$ cat config.mk
export PLATFORM = sky130hd
export DESIGN_NAME = vram_arbiter
export DESIGN_NICKNAME = d
export VERILOG_FILES = /design/src/rtl/vram_arbiter.sv
export SDC_FILE = /design/constraint.sdc
export NUM_CORES = 1
export LEC_CHECK = 0
export CAP_MARGIN = 20
export CORE_MARGIN = 5
export CORE_UTILIZATION = 40
export DETAILED_ROUTE_END_ITERATION = 12
export GPL_TIMING_DRIVEN = 0
export PLACE_DENSITY = 0.73
export SLEW_MARGIN = 30
export SYNTH_ARGS = -nofsm -noshare
export SYNTH_HDL_FRONTEND = slang
export SYNTH_SLANG_ARGS = --single-unit
$ cat constraint.sdc
create_clock -name clock -period 2.2 [get_ports clock]
set_input_delay 0.22 -clock clock [delete_from_list [all_inputs] [get_ports clock]]
set_output_delay 0.22 -clock clock [all_outputs]
set_load 0.05 [all_outputs]
$ cat src/rtl/vram_arbiter.sv
// Single-port VRAM arbiter: the PPU always wins the RAM, and CPU accesses wait in an
// in-order FIFO until a cycle the PPU leaves idle.
module vram_arbiter #(
  parameter int DEPTH        = 4,
  parameter int ADDR_W       = 14,
  parameter int DATA_W       = 8,
  parameter int STARVE_LIMIT = 16
) (
  input  logic                    clock,
  input  logic                    reset,
  input  logic                    ppu_req,
  input  logic [ADDR_W-1:0]       ppu_addr,
  output logic [DATA_W-1:0]       ppu_rdata,
  output logic                    ppu_rvalid,
  input  logic                    cpu_req,
  input  logic                    cpu_we,
  input  logic [ADDR_W-1:0]       cpu_addr,
  input  logic [DATA_W-1:0]       cpu_wdata,
  output logic                    cpu_ready,
  output logic [DATA_W-1:0]       cpu_rdata,
  output logic                    cpu_rvalid,
  output logic [ADDR_W-1:0]       mem_addr,
  output logic                    mem_we,
  output logic [DATA_W-1:0]       mem_wdata,
  input  logic [DATA_W-1:0]       mem_rdata,
  output logic [$clog2(DEPTH):0]  fifo_count,
  output logic                    starve
);

  localparam int PTR_W = $clog2(DEPTH);
  localparam int CNT_W = PTR_W + 1;
  localparam int SC_W  = $clog2(STARVE_LIMIT + 1);

  localparam logic [PTR_W-1:0] PTR_ONE  = PTR_W'(1'b1);
  localparam logic [CNT_W-1:0] CNT_ONE  = CNT_W'(1'b1);
  localparam logic [CNT_W-1:0] CNT_ZERO = CNT_W'(1'b0);
  localparam logic [CNT_W-1:0] CNT_FULL = CNT_W'(DEPTH);
  localparam logic [SC_W-1:0]  SC_ONE   = SC_W'(1'b1);
  localparam logic [SC_W-1:0]  SC_MAX   = SC_W'(STARVE_LIMIT);

  logic [ADDR_W-1:0] r_q_addr [DEPTH];
  logic [DATA_W-1:0] r_q_data [DEPTH];
  logic              r_q_we   [DEPTH];

  logic [PTR_W-1:0]  r_wr_ptr;
  logic [PTR_W-1:0]  r_rd_ptr;
  logic [CNT_W-1:0]  r_count;
  logic [SC_W-1:0]   r_starve_cnt;
  logic              r_ppu_rvalid;
  logic              r_cpu_rvalid;

  logic              w_ready;
  logic              w_empty;
  logic              w_push;
  logic              w_ppu_grant;
  logic              w_pop;
  logic              w_cpu_rd_issue;
  logic [ADDR_W-1:0] w_head_addr;
  logic [DATA_W-1:0] w_head_data;
  logic              w_head_we;

  assign w_ready     = (r_count != CNT_FULL);
  assign w_empty     = (r_count == CNT_ZERO);
  assign w_push      = cpu_req & w_ready;
  assign w_head_addr = r_q_addr[r_rd_ptr];
  assign w_head_data = r_q_data[r_rd_ptr];
  assign w_head_we   = r_q_we[r_rd_ptr];

  // Grant decision: the PPU is never delayed, the FIFO head only takes idle cycles.
  // Nothing is granted while reset is held, so a reset cycle never touches the RAM.
  always_comb begin
    w_ppu_grant    = 1'b0;
    w_pop          = 1'b0;
    w_cpu_rd_issue = 1'b0;
    mem_addr       = {ADDR_W{1'b0}};
    mem_we         = 1'b0;
    mem_wdata      = {DATA_W{1'b0}};
    if (reset) begin
      w_ppu_grant = 1'b0;
    end else if (ppu_req) begin
      w_ppu_grant = 1'b1;
      mem_addr    = ppu_addr;
    end else if (!w_empty) begin
      w_pop          = 1'b1;
      w_cpu_rd_issue = ~w_head_we;
      mem_addr       = w_head_addr;
      mem_we         = w_head_we;
      mem_wdata      = w_head_data;
    end else begin
      w_pop = 1'b0;
    end
  end

  // FIFO payload storage; contents are don't-care until the count covers them.
  always_ff @(posedge clock) begin
    if (w_push) begin
      r_q_addr[r_wr_ptr] <= cpu_addr;
      r_q_data[r_wr_ptr] <= cpu_wdata;
      r_q_we[r_wr_ptr]   <= cpu_we;
    end
  end

  // FIFO pointers and occupancy; pointers wrap naturally because DEPTH is a power of two.
  always_ff @(posedge clock) begin
    if (reset) begin
      r_wr_ptr <= {PTR_W{1'b0}};
      r_rd_ptr <= {PTR_W{1'b0}};
      r_count  <= CNT_ZERO;
    end else begin
      if (w_push) begin
        r_wr_ptr <= r_wr_ptr + PTR_ONE;
      end
      if (w_pop) begin
        r_rd_ptr <= r_rd_ptr + PTR_ONE;
      end
      case ({w_push, w_pop})
        2'b10:   r_count <= r_count + CNT_ONE;
        2'b01:   r_count <= r_count - CNT_ONE;
        default: r_count <= r_count;
      endcase
    end
  end

  // Head-of-queue wait counter, saturating so starve stays asserted.
  always_ff @(posedge clock) begin
    if (reset || w_empty || w_pop) begin
      r_starve_cnt <= {SC_W{1'b0}};
    end else if (r_starve_cnt != SC_MAX) begin
      r_starve_cnt <= r_starve_cnt + SC_ONE;
    end
  end

  // Read-valid flags line up with the one-cycle RAM latency.
  always_ff @(posedge clock) begin
    if (reset) begin
      r_ppu_rvalid <= 1'b0;
      r_cpu_rvalid <= 1'b0;
    end else begin
      r_ppu_rvalid <= w_ppu_grant;
      r_cpu_rvalid <= w_cpu_rd_issue;
    end
  end

  // Masking with reset kills the pulse of a read that was in flight when reset arrived.
  assign ppu_rvalid = r_ppu_rvalid & ~reset;
  assign cpu_rvalid = r_cpu_rvalid & ~reset;
  assign ppu_rdata  = mem_rdata;
  assign cpu_rdata  = mem_rdata;
  assign cpu_ready  = w_ready;
  assign fifo_count = r_count;
  assign starve     = (r_starve_cnt == SC_MAX);

endmodule

==> impl_metrics.csv, run 1 <==
group,metric,value,unit
clock_network,clk_latency,360,ps
clock_network,clockBufferDepth,2,
worst_setup_path,path_class,"reg -> reg",
flow_run,maxCapViolCount,0,
routing,routedWlPerCell,17.93,µm
routing,drc,0,
grt,gr-usage-all-layers,0.1373,
synth,synth_cells,245,
synth,synth_ff_type,"edfxtp_1",
placement,place.port_buffers,85,
worst_setup_path,cp-start-kind,"flip-flop",
finish,final_layout_size_suffix_gt1_frac,0.2919,
min_path,hold_end,"r_wr_ptr[0]",
finish,final_core_util,0.5229,
grt,grt_overflow,0,
worst_setup_path,worst-path-buf-inv,1,
worst_setup_path,max_stage_delay,380,ps
synth,netlist_area,4436,µm²
floorplanning,core-area,10840,µm²
floorplanning,die_h,115.3,µm
timing,fin_ws,71.83,ps
synth,synth-seq-area-share,0.6951,
timing,min_period,2128,ps
clock_network,clk_pin_slew,100,ps
placement,gp_congestion,0.6739,
grt,grt_pass1_vias,2571,
timing,relSlewSlack,0.5665,
finish,final_cell_mix,"edfxtp_1 (92), clkdlybuf4s50_1 (60), buf_4 (28)",
routing,drt-vias-per-instance,5.053,
timing,finalHoldViolations,0,
worst_setup_path,crit_cells,8,
worst_setup_path,reg2reg_to,"fifo_count[2]",
clock_network,cts.sinks,108,
floorplanning,rows,38,
worst_setup_path,cp_top_family,"simple AND/OR/NAND/NOR gates",
timing,maxSlewViolCount,0,
worst_setup_path,cp_max_fo,10,
synth,yosysTopAreaCellShare,0.6228,
placement,dpl.hpwl,5828,µm
floorplanning,initial_core_util,0.4092,
finish,final_common_cell,"edfxtp_1",
worst_setup_path,crit_path_end_kind,"flip-flop",
synth,ys_types,33,
finish,syn_to_final_growth,27.79,%
synth,post_synth.cell_area_avg,18.10,µm²
routing,wirelength,8714,µm
finish,nFillCells,913,
synth,async_flop_share,0,
worst_setup_path,ff2ff_path_depth,8,
routing,drt-initial-drc-count,120,
min_path,hold_class,"in -> reg",
worst_setup_path,critPathArrivalTime,2430,ps
worst_setup_path,critPathRequiredTime,2500,ps
synth,synth_nets,302,
min_path,whs_path_depth,3,
worst_setup_path,r2r_slack,70,ps
finish,fin_nets,398,
placement,dp_cells,470,
timing,setup_viol,0,
finish,stdcell_count,486,
synth,synth_seq_cells,108,
floorplanning,die_area,13300,µm²
clock_network,hold_buffers,0,
floorplanning,die_x,115.3,µm
timing,fin_skew,12.10,ps
timing,timing.hold.ws,241.8,ps
grt,antenna_found_initial,0,
placement,dp_slack,-635.6,ps
status,outcome,"finished clean",
floorplanning,ios,95,
power,ir_worst_vdd,0.4689,mV
clock_network,h-tree-depth,3,
grt,grt_pass1_wl,13520,µm
timing,rsz0062_at_grt,"yes",
timing,fmax,469.9,MHz
min_path,worstHoldStart,"cpu_req",
timing,post-route-period-util,0.9673,
timing,final.setup.tns,0,ps
power,power.leakage,0.002002,µW
grt,grt_max_degree,24,
finish,diodes,0,
clock_network,root_buffer,"clkbuf_8",
clock_network,cts_made_buffers,9,
timing,tightest_slew,650.2,ps
worst_setup_path,critPathSlowestCell,"dfxtp_4",
synth,synth_edf_count,92,
clock_network,cts_tree,"yes",
worst_setup_path,crit_chain,"nor3_4, nor2_4, buf_6, ha_1, fa_1, xnor2_1, or3_1, a21oi_2",
synth,synth_warnings,0,
synth,netlist_top_cells_area,"edfxtp_1 (62%), mux4_2 (11%), dfxtp_1 (7.2%)",
power,power.density,854.9,nW/µm²
routing,vias,2456,
synth,synth_area_leader_cell,"edfxtp_1",
routing,first_pass_iters,4,
routing,route.antenna.remaining_nets,0,
worst_setup_path,rr_startpoint,"fifo_count[1]",
routing by layer:
layer / global-route usage / part of all wire
met1: 0.1758 / 0.41
met2: 0.2230 / 0.51
met5: 0 / 0
met3: 0.03474 / 0.063
met4: 0.05869 / 0.013
worst reg2reg max path: stages, from the launching register on:
cell and delay, ps:
dfxtp_4 380, nor3_4 230, nor2_4 100, buf_6 160, ha_1 220, fa_1 380
xnor2_1 140, or3_1 330, a21oi_2 130
area by class of cell:
| cell class | count | area, µm² | area share |
|---|---|---|---|
| plain buffers | 28 | 229.0 | 0.04040 |
| clock buffers | 9 | 123.9 | 0.02185 |
| clock inverters | 7 | 97.59 | 0.01722 |
| inverters | 4 | 15.01 | 0.002649 |
| multi-input cells | 104 | 1141 | 0.2013 |
| flip-flops and latches | 108 | 3093 | 0.5457 |
| well taps | 140 | 175.2 | 0.03091 |
| repair buffers | 86 | 793.3 | 0.1400 |
kinds of logic (layout without fill, tap and decap cells):
| logic type | Yosys count | count (layout) | synth area share |
|---|---|---|---|
| buffers and inverters | 33 | 134 | 0.05219 |
| adder cells (fa/ha/maj) | 8 | 8 | 0.02426 |
| AND/OR/NAND/NOR | 41 | 41 | 0.05332 |
| XOR/XNOR | 6 | 6 | 0.01185 |
| flip-flops | 108 | 108 | 0.6951 |
| multiplexers | 26 | 26 | 0.1244 |
| AO/OA/AOI/OAI | 23 | 23 | 0.03893 |
through the flow:
step / power [µW] / instance area [µm²]
floorplan: 3202 / 4447
global placement: 3557 / 5473
detailed placement: 3581 / 5478
CTS: 4884 / 5623
global route: 5056 / 5668
finish: 4845 / 5668
cells in the mapped netlist (2+ instances only):
library cell  number
a21oi_1            5
a22o_1            14
clkbuf_1           3
and3_1            13
mux4_2            22
nor2b_1            3
or3_1              3
xor2_1             3
edfxtp_1          92
buf_12             2
nor3_1             3
dfxtp_1           16
buf_2              6
nand3_1            5
xnor2_1            3
o21ai_0            2
buf_4             16
nand2_1            2
mux2i_1            3
ha_1               7
inv_1              4
a21o_1             2
nor2_1             6
state kept, by name (all words and copies together) (netlist names), named ones only:
signal,count
r_q_data,32
r_q_we,4
r_ppu_rvalid,1
r_rd_ptr,2
r_cpu_rvalid,1
fifo_count,3
r_wr_ptr,2
r_starve_cnt,5
r_q_addr,56
where the power goes:
group,internal (µW),switching (µW)
registers,2360,60.2
logic,464,644
clock network,647,669
worst max-delay path by stage:
stage	start	end	slack (ps)
2_1_floorplan	fifo_count[1]	fifo_count[2]	50
3_3_place_gp	reset	mem_addr[8]	-630
3_5_place_dp	reset	mem_addr[4]	-640
4_1_cts	flip-flop	mem_addr[3]	-100
5_1_grt	fifo_count[2]	fifo_count[2]	-30
6_report	fifo_count[1]	fifo_count[2]	70
repair_timing:
action	in CTS	in global routing
setup buffers	1	0
endpoints found under the setup margin	27	25
gates resized for setup	115	45
gates cloned	0	0
pin swaps	1	2
(Power assumes the default switching activity.)
==> inputs of run 2 (changes only) <==
--- a/config.mk
+++ b/config.mk
@@ -5,12 +5,14 @@
 export SDC_FILE = /design/constraint.sdc
 export NUM_CORES = 1
 export LEC_CHECK = 0
-export CAP_MARGIN = 20
+export CAP_MARGIN = 25
+export CELL_PAD_IN_SITES_DETAIL_PLACEMENT = 1
+export CELL_PAD_IN_SITES_GLOBAL_PLACEMENT = 2
 export CORE_MARGIN = 5
-export CORE_UTILIZATION = 40
+export CORE_UTILIZATION = 33
 export DETAILED_ROUTE_END_ITERATION = 12
 export GPL_TIMING_DRIVEN = 0
-export PLACE_DENSITY = 0.73
+export PLACE_DENSITY = 0.81
 export SLEW_MARGIN = 30
 export SYNTH_ARGS = -nofsm -noshare
 export SYNTH_HDL_FRONTEND = slang
==> run 2 against run 1 <==
  * Design area increased by 1.3%
  * Core utilization shrank 8.7 points
  * Non-clock buffer count unchanged
  * Via count rose by 1.3%
  * Global-route usage shrank 0.89 points
  * First-iteration DRC count decreased by 34%
  * Register-to-register slack better by 50 ps
  * Final cell count increased by 7.4%
  * Hold slack better by 42 ps
==> impl_metrics.csv, run 2 (synthesized netlist as in run 1, its figures left out) <==
group,metric,value,unit
worst_setup_path,reg2reg_to,"fifo_count[2]",
timing,min_period,2142,ps
placement,dpl.hpwl,6604,µm
min_path,worstHoldStart,"cpu_req",
worst_setup_path,critPathArrivalTime,1920,ps
placement,gp_congestion,0.6574,
floorplanning,ios,95,
timing,fin_skew,6.508,ps
finish,final_layout_size_suffix_gt1_frac,0.2919,
timing,fin_ws,57.87,ps
finish,multi_input_area,1145,µm²
timing,post-route-period-util,0.9737,
floorplanning,die_h,125.9,µm
worst_setup_path,ff2ff_path_depth,8,
worst_setup_path,cp_max_fo,10,
floorplanning,rows,42,
routing,drc,0,
finish,stdcell_area,5743,µm²
placement,dp_slack,-715.2,ps
worst_setup_path,max_stage_delay,530,ps
clock_network,clk_pin_slew,70,ps
power,finalPower,5048,µW
clock_network,cts_tree,"yes",
grt,antenna_found_initial,0,
routing,drt-vias-per-instance,4.766,
grt,grt_overflow,0,
power,ir_worst_vdd,0.4518,mV
grt,gr-usage-all-layers,0.1284,
routing,route.antenna.remaining_nets,0,
finish,seqCellArea,3092,µm²
min_path,hold_class,"in -> reg",
clock_network,clk_latency,350,ps
routing,vias,2488,
worst_setup_path,r2r_slack,120,ps
timing,finalHoldViolations,0,
timing,final.setup.tns,0,ps
finish,syn_to_final_growth,29.48,%
worst_setup_path,cp-start-kind,"flip-flop",
clock_network,cts.sinks,108,
timing,fmax,466.8,MHz
clock_network,root_buffer,"clkbuf_16",
finish,reg.largest.list,"r_q_addr: 56 flops, r_q_data: 32 flops, r_starve_cnt: 5 flops",
timing,setup_viol,0,
routing,routedWlPerCell,18.74,µm
clock_network,h-tree-depth,3,
flow_run,maxCapViolCount,0,
timing,relSlewSlack,0.5478,
timing,maxSlewViolCount,0,
worst_setup_path,cp_top_family,"multiplexers",
grt,grt_pass1_wl,15560,µm
finish,diodes,0,
worst_setup_path,path_class,"reg -> out",
floorplanning,initial_core_util,0.3363,
worst_setup_path,critPathSlowestCell,"mux4_2",
grt,grt_pass1_vias,2775,
worst_setup_path,crit_path_end_kind,"output port",
finish,final_common_cell,"edfxtp_1",
finish,regMostFlops,"r_q_addr",
worst_setup_path,critPathRequiredTime,1980,ps
timing,tightest_slew,678.3,ps
min_path,whs_path_depth,3,
worst_setup_path,crit_cells,5,
floorplanning,die_x,125.9,µm
worst_setup_path,worst-path-buf-inv,3,
status,outcome,"finished clean",
floorplanning,die_area,15860,µm²
finish,fin_nets,398,
min_path,hold_end,"r_wr_ptr[1]",
placement,placed_cell_area,5523,µm²
clock_network,cts_made_buffers,9,
finish,nFillCells,1299,
timing,timing.hold.ws,283.6,ps
power,power.density,879.0,nW/µm²
routing,drt-initial-drc-count,79,
worst_setup_path,crit_chain,"buf_6, buf_12, mux4_2, a22o_1, buf_2",
finish,final_cell_mix,"edfxtp_1 (92), clkdlybuf4s50_1 (59), buf_4 (25)",
routing,first_pass_iters,4,
grt,grt_max_degree,24,
finish,largest_reg_flops,56,
clock_network,clockBufferDepth,2,
routing,wirelength,9780,µm
timing,rsz0062_at_grt,"yes",
placement,place.port_buffers,85,
worst_setup_path,rr_startpoint,"fifo_count[2]",
power,power.leakage,0.002040,µW
floorplanning,core-area,13190,µm²
==> run 2: cell count changes in the layout (fill, tap and decap cells not counted), moves of 3 or more <==
cell,change
buf_6,-4
buf_2,+8
clkbuf_16,+9
buf_4,-3
clkbuf_8,-9
==> run 2: worst reg2reg max path, cell delays in order (launching register included) <==
cell     delay [ps]
dfxtp_2         360
nor3_4          240
nor2_4          110
buf_6           170
ha_2            190
fa_1            380
xnor2_1         140
or3_1           300
a21oi_1         130
==> run 2: power breakdown <==
group | leakage [µW] | total (µW) | internal, µW | switching [µW]
clock | 0.000131 | 1510 | 780 | 735
sequential | 0.000977 | 2430 | 2360 | 64.5
combinational | 0.000932 | 1110 | 451 | 656
==> run 2: timing repair <==
action | 4_1_cts | 5_1_grt
endpoints found under the setup margin | 29 | 13
gates resized for setup | 117 | 21
setup buffers | 1 | 0
hold buffers | 0 | 0
pin swaps | 1 | 1
==> run 2: per-stage QoR <==
step / utilization / cells
after global routing: 0.4354 / 522
after global placement: 0.4183 / 506
after detailed placement: 0.4187 / 506
final: 0.4354 / 522
after CTS: 0.4343 / 523
after floorplan: - / 245
==> run 2: final cells by class <==
| class | instances | share of cell area |
|---|---|---|
| inverters | 4 | 0.002614 |
| clock buffers | 10 | 0.03987 |
| repair buffers | 86 | 0.1336 |
| multi-input cells | 104 | 0.1993 |
| flip-flops and latches | 108 | 0.5383 |
| well taps | 176 | 0.03834 |
| clock inverters | 6 | 0.008497 |
| plain buffers | 28 | 0.03943 |
==> run 2: routing by layer <==
layer  share of wire  track usage  up-vias  routed length (µm)
met5               0            0        -                   0
met4           0.019      0.04921        0                 181
met3           0.056      0.03641       12                 548
met2            0.50       0.2172       72                4884
met1            0.43       0.1560     1265                4165
li1                -            -     1139                   -
==> run 2: worst max-delay path by stage <==
stage,endpoint,slack [ps],startpoint
global placement,mem_addr[3],-670,reset
floorplan,fifo_count[2],50,fifo_count[1]
finish,mem_addr[2],60,flip-flop
global route,mem_addr[8],-20,flip-flop
detailed placement,mem_addr[6],-720,reset
CTS,mem_addr[6],-90,flip-flop
